**src/rtl/piso_tx_scheduler_if.sv**
```systemverilog
// Handshake and serial-output bundle between two parallel requesters and the
// PISO transmit scheduler.
interface piso_tx_scheduler_if;
  localparam int unsigned W = 4;

  logic         en;
  logic [W-1:0] in0;
  logic [W-1:0] in1;
  logic         valid0;
  logic         valid1;
  logic         ready0;
  logic         ready1;
  logic         out;
  logic         out_valid;
  logic         first;
  logic         last;
  logic         src;
  logic         busy;

  modport master (
    output en, in0, in1, valid0, valid1,
    input  ready0, ready1, out, out_valid, first, last, src, busy
  );

  modport slave (
    input  en, in0, in1, valid0, valid1,
    output ready0, ready1, out, out_valid, first, last, src, busy
  );
endinterface

```
**src/rtl/piso_tx_scheduler.sv**
```systemverilog
// Round-robin arbiter between two 4-bit requesters that serialises the granted
// word MSB first, followed by a programmable idle gap.
module piso_tx_scheduler #(
  parameter int unsigned IDLE_GAP = 1
) (
  input logic               clk,
  input logic               rst,
  piso_tx_scheduler_if.slave bus
);
  localparam int unsigned W  = 4;
  localparam int unsigned CW = 2;
  localparam int unsigned GW = 3;

  typedef enum logic [1:0] {IDLE, SHIFT, GAP} state_t;

  state_t        state_q, state_d;
  logic [W-1:0]  sr_q, sr_d;
  logic [CW-1:0] cnt_q, cnt_d;
  logic [GW-1:0] gap_q, gap_d;
  logic          ptr_q, ptr_d;
  logic          src_q, src_d;
  logic          first_q, first_d;
  logic          last_q, last_d;
  logic          ov_q, ov_d;
  logic          busy_q, busy_d;
  logic          grant0_c, grant1_c;

  // Ties go to the requester not served last; nothing is granted under reset.
  always_comb begin
    grant0_c = 1'b0;
    grant1_c = 1'b0;
    if (state_q == IDLE && bus.en && !rst) begin
      if (bus.valid0 && bus.valid1) begin
        grant0_c = ptr_q;
        grant1_c = !ptr_q;
      end else begin
        grant0_c = bus.valid0;
        grant1_c = bus.valid1;
      end
    end
  end

  assign bus.ready0    = grant0_c;
  assign bus.ready1    = grant1_c;
  assign bus.out       = sr_q[W-1];
  assign bus.out_valid = ov_q;
  assign bus.first     = first_q;
  assign bus.last      = last_q;
  assign bus.src       = src_q;
  assign bus.busy      = busy_q;

  always_comb begin
    state_d = state_q;
    sr_d    = sr_q;
    cnt_d   = cnt_q;
    gap_d   = gap_q;
    ptr_d   = ptr_q;
    src_d   = src_q;
    first_d = 1'b0;
    last_d  = 1'b0;
    unique case (state_q)
      IDLE: begin
        if (grant0_c || grant1_c) begin
          sr_d    = grant1_c ? bus.in1 : bus.in0;
          src_d   = grant1_c;
          ptr_d   = grant1_c;
          cnt_d   = '0;
          first_d = 1'b1;
          state_d = SHIFT;
        end
      end
      SHIFT: begin
        // Four shifts with zero fill leave the register clear for IDLE/GAP.
        sr_d  = {sr_q[W-2:0], 1'b0};
        cnt_d = cnt_q + 1'b1;
        if (cnt_q == CW'(W - 1)) begin
          gap_d   = '0;
          state_d = (IDLE_GAP > 0) ? GAP : IDLE;
        end else if (cnt_q == CW'(W - 2)) begin
          last_d = 1'b1;
        end
      end
      GAP: begin
        gap_d = gap_q + 1'b1;
        if (gap_q == GW'(IDLE_GAP - 1)) state_d = IDLE;
      end
      default: state_d = IDLE;
    endcase
    ov_d   = (state_d == SHIFT);
    busy_d = (state_d != IDLE);
  end

  always_ff @(posedge clk) begin
    if (rst) begin
      state_q <= IDLE;
      sr_q    <= '0;
      cnt_q   <= '0;
      gap_q   <= '0;
      ptr_q   <= 1'b1;
      src_q   <= 1'b0;
      first_q <= 1'b0;
      last_q  <= 1'b0;
      ov_q    <= 1'b0;
      busy_q  <= 1'b0;
    end else begin
      state_q <= state_d;
      sr_q    <= sr_d;
      cnt_q   <= cnt_d;
      gap_q   <= gap_d;
      ptr_q   <= ptr_d;
      src_q   <= src_d;
      first_q <= first_d;
      last_q  <= last_d;
      ov_q    <= ov_d;
      busy_q  <= busy_d;
    end
  end
endmodule

```
**src/flat_wrapper.sv**
```systemverilog
// flat-port wrapper written by rule: the top's interface ports become plain ports
module piso_tx_scheduler_flat 
#(
  parameter int unsigned IDLE_GAP = 1
)
  (clk, rst, bus_en, bus_in0, bus_in1, bus_valid0, bus_valid1, bus_ready0, bus_ready1, bus_out, bus_out_valid, bus_first, bus_last, bus_src, bus_busy);
  piso_tx_scheduler_if bus_i ();
  input logic clk;
  input logic rst;
  input wire logic [$bits(bus_i.en)-1:0] bus_en;
  input wire logic [$bits(bus_i.in0)-1:0] bus_in0;
  input wire logic [$bits(bus_i.in1)-1:0] bus_in1;
  input wire logic [$bits(bus_i.valid0)-1:0] bus_valid0;
  input wire logic [$bits(bus_i.valid1)-1:0] bus_valid1;
  output wire logic [$bits(bus_i.ready0)-1:0] bus_ready0;
  output wire logic [$bits(bus_i.ready1)-1:0] bus_ready1;
  output wire logic [$bits(bus_i.out)-1:0] bus_out;
  output wire logic [$bits(bus_i.out_valid)-1:0] bus_out_valid;
  output wire logic [$bits(bus_i.first)-1:0] bus_first;
  output wire logic [$bits(bus_i.last)-1:0] bus_last;
  output wire logic [$bits(bus_i.src)-1:0] bus_src;
  output wire logic [$bits(bus_i.busy)-1:0] bus_busy;
  assign bus_i.en = bus_en;
  assign bus_i.in0 = bus_in0;
  assign bus_i.in1 = bus_in1;
  assign bus_i.valid0 = bus_valid0;
  assign bus_i.valid1 = bus_valid1;
  assign bus_ready0 = bus_i.ready0;
  assign bus_ready1 = bus_i.ready1;
  assign bus_out = bus_i.out;
  assign bus_out_valid = bus_i.out_valid;
  assign bus_first = bus_i.first;
  assign bus_last = bus_i.last;
  assign bus_src = bus_i.src;
  assign bus_busy = bus_i.busy;
  piso_tx_scheduler #(.IDLE_GAP(IDLE_GAP)) u_core (.clk(clk), .rst(rst), .bus(bus_i));
endmodule
```
**config.mk**
```make
export PLATFORM = sky130hd
export DESIGN_NAME = piso_tx_scheduler_flat
export DESIGN_NICKNAME = d
export VERILOG_FILES = /design/src/rtl/piso_tx_scheduler_if.sv /design/src/rtl/piso_tx_scheduler.sv /design/src/flat_wrapper.sv
export SDC_FILE = /design/constraint.sdc
export NUM_CORES = 1
export LEC_CHECK = 0
export CAP_MARGIN = 0
export CORE_MARGIN = 10
export CORE_UTILIZATION = 50
export DETAILED_ROUTE_END_ITERATION = 6
export GPL_TIMING_DRIVEN = 0
export PLACE_DENSITY = 0.93
export SLEW_MARGIN = 20
export SYNTH_ARGS = -nofsm -noshare
export SYNTH_HDL_FRONTEND = slang
export SYNTH_SLANG_ARGS = --single-unit
```
**constraint.sdc**
```tcl
create_clock -name clk -period 3.3 [get_ports clk]
set_input_delay 0.66 -clock clk [delete_from_list [all_inputs] [get_ports clk]]
set_output_delay 0.66 -clock clk [all_outputs]
set_load 0.1 [all_outputs]
```
==> results of run 1 <==
[power by group through the flow]
stage / sequential, mW / clock, mW / combinational (mW)
2_1_floorplan: 0.272 / 0 / 0.0457
5_1_grt: 0.230 / 0.124 / 0.134
4_1_cts: 0.228 / 0.114 / 0.126
3_5_place_dp: 0.233 / 0 / 0.126
6_report: 0.227 / 0.111 / 0.126
3_3_place_gp: 0.232 / 0 / 0.123
[area by class of cell]
type	instances	area (µm²)	share of cell area
multi-input cells	59	419	0.394
flip-flops and latches	17	340	0.320
repair buffers	20	203	0.190
inverters	10	37.5	0.0353
clock buffers	4	26.3	0.0247
well taps	16	20.0	0.0188
plain buffers	3	18.8	0.0176
[synth_stat cells (3+ instances only)]
cell type  instances
o21ai_0            4
inv_1             10
ha_1               4
a211oi_1           3
a21oi_1            5
nand2b_1           3
nor2_1             8
nand2_1            5
dfxtp_1           17
or3_1              6
a32o_1             3
[through the flow]
| stage | cells | TNS (ns) | setup WS, ns | utilization |
|---|---|---|---|---|
| global route | 129 | 0 | 0.0881 | 0.699 |
| finish | 129 | 0 | 0.175 | 0.699 |
| detailed placement | 125 | -0.736 | -0.411 | 0.680 |
| floorplan | 89 | 0 | 0.904 | - |
| CTS | 129 | 0 | 0.171 | 0.699 |
| global placement | 125 | -0.716 | -0.391 | 0.680 |
[worst reg2reg max path, cell delays in order (launching register included)]
cell and delay [ns]:
dfxtp_1 0.32, buf_6 0.13, nor4b_4 0.34, nand3_4 0.15
or3_1 0.37, a32o_1 0.25
[worst max path at each step]
| stage | end | slack [ns] | cells past startpoint |
|---|---|---|---|
| 5_1_grt | bus_ready1 | 0.09 | 5 |
| 3_3_place_gp | bus_ready1 | -0.39 | 5 |
| 6_report | bus_ready1 | 0.18 | 5 |
| 2_1_floorplan | bus_ready1 | 0.90 | 3 |
| 3_5_place_dp | bus_ready1 | -0.41 | 5 |
| 4_1_cts | bus_ready1 | 0.17 | 5 |
[per-layer routing]
metal / GRT usage / routed length (µm)
met2: 0.200 / 946
met4: 0.0481 / 42
met5: 0 / 0
met1: 0.109 / 742
met3: 0.0501 / 130
[sequential cells by signal, summed over array words and instances (netlist names)]
register / cells
u_core.cnt_q: 2
u_core.gap_q: 3
u_core.sr_q: 4
u_core.bus.out_valid: 1
u_core.bus.src: 1
u_core.state_q: 2
u_core.bus.last: 1
u_core.bus.busy: 1
u_core.ptr_q: 1
u_core.bus.first: 1
[kinds of logic (layout without fill, tap and decap cells)]
logic type | count (synthesis) | count (layout) | synth area share
XOR/XNOR | 1 | 1 | 0.0107
multiplexers | 1 | 1 | 0.0123
buffers and inverters | 13 | 37 | 0.0690
flip-flops | 17 | 17 | 0.417
AO/OA/AOI/OAI | 22 | 22 | 0.192
AND/OR/NAND/NOR | 31 | 31 | 0.238
adder cells (fa/ha/maj) | 4 | 4 | 0.0614
==> flow_summary.json, run 1 <==
{
  "p_sw_mw": 0.155,
  "crit_type": "in2out",
  "fin_crit_sh": 0.947,
  "final_cell_mix": "clkdlybuf4s50_1, dfxtp_1, inv_1",
  "ir_worst_vdd_uv": 299,
  "r2r-end": "u_core.sr_q[2]",
  "synth_cell_types": 27,
  "slew_headroom": 0.348,
  "ctsHoldBuffers": 0,
  "cts_resized": 6,
  "ant_nets": 0,
  "layout_commonest_cell": "clkdlybuf4s50_1",
  "area_delta_synth_final_pct": 30.5,
  "synth_nets": 106,
  "core_um2": 1520,
  "synth-edff-count": 0,
  "synth.largest_area_cell": "dfxtp_1",
  "min_period_ns": 3.12,
  "grtUsageTotal": 0.112,
  "worstHoldEndpoint": "u_core.sr_q[0]",
  "syn_inst": 89,
  "gp_congestion": 0.755,
  "antenna_found_initial": 0,
  "power_density_nw_per_um2": 436,
  "postCtsSetupRepairBufs": 0,
  "wl_per_cell_um": 14.4,
  "die_h_um": 60.4,
  "hp-class": "reg2reg",
  "rrSetupSlack_ns": 1.63,
  "pwr-share-seq": 0.490,
  "synth.top_cells.by_area": "dfxtp_1, ha_1, inv_1",
  "setup_viol": 0,
  "max_slew.worst_pin.slew_ns": 0.975,
  "vias": 719,
  "holdWs_ns": 0.464,
  "cap_violations": 0,
  "place.port_buffers": 20,
  "cts.clk_slew.worst_paths_ns": 0.09,
  "drcViolationCount": 0,
  "synth_ff_type": "dfxtp_1",
  "ios": 21,
  "required_ns": 2.64,
  "cp_slowest_stage_delay_ns": 0.58,
  "grt_overflow": 0,
  "yosysTopAreaCellShare": 0.417,
  "dpl.hpwl_mm": 1.53,
  "hold_viol": 0,
  "clk_latency_ns": 0.29,
  "final_nets": 131,
  "fmax_mhz": 320,
  "critPathMaxFanout": 6,
  "timing.rr.start": "u_core.state_q[1]",
  "grt_pass1_wl_mm": 3.13,
  "slowest_stage": "clkdlybuf4s15_2",
  "final_area_um2": 1060,
  "endpoint_kind": "primary output",
  "yosys_warnings": 0,
  "finClkSkew_ns": 0.00314,
  "path_cells": "clkdlybuf4s50_1 > nor4b_4 > nand3_4 > inv_1 > clkdlybuf4s15_2",
  "drt_iter0_markers": 9,
  "netSwitchingFraction": 0.334,
  "avgSynthCellArea_um2": 9.17,
  "htree_num_levels": 1,
  "grt_setup_unrepaired": "false",
  "hp-start": "u_core.sr_q[0]",
  "seq_area_frac_synth": 0.417,
  "worst_ep_arrival_time_ns": 2.46,
  "hold_depth": 2,
  "drt-pass1-iter-count": 4,
  "async_reset_ff_frac": 0,
  "drv_slew": 0,
  "synth_area_um2": 816,
  "internal_power_mw": 0.309,
  "r2r_cells": 5,
  "initial_core_util": 0.535,
  "pwr-share-clk": 0.238,
  "numCtsBuffers": 3,
  "power_mw": 0.464,
  "clock_path_buffers": 2,
  "avgViaCountPerCell": 5.57,
  "cts_root_buf": "clkbuf_4",
  "status": "complete, no violations",
  "grt_pass1_vias": 755,
  "worstSetupStartpointType": "primary input",
  "critPathLaunch": "rst",
  "rows": 14,
  "diodes": 0,
  "wl_mm": 1.86,
  "drive_gt1_frac": 0.0885,
  "grt_max_degree": 11,
  "fp.dieW_um": 60.4,
  "crit_buf_inv": 3,
  "combPwrFrac": 0.271,
  "cp_top_family": "buffers and inverters",
  "die_area_um2": 3650,
  "cts_tree": "done",
  "synth-seq-cells": 17,
  "nFillCells": 112,
  "cts_sinks": 17,
  "p_leak_nw": 0.427,
  "dpl_cell_area_um2": 1040
}
No activity file was read; power rests on OpenSTA's default activity.
==> run 2, diff against run 1 <==
CTS_CLUSTER_DIAMETER = 100   (was not set)
==> results of run 2 <==
No change in the layout: final DEF, timing and power equal those of run 1.
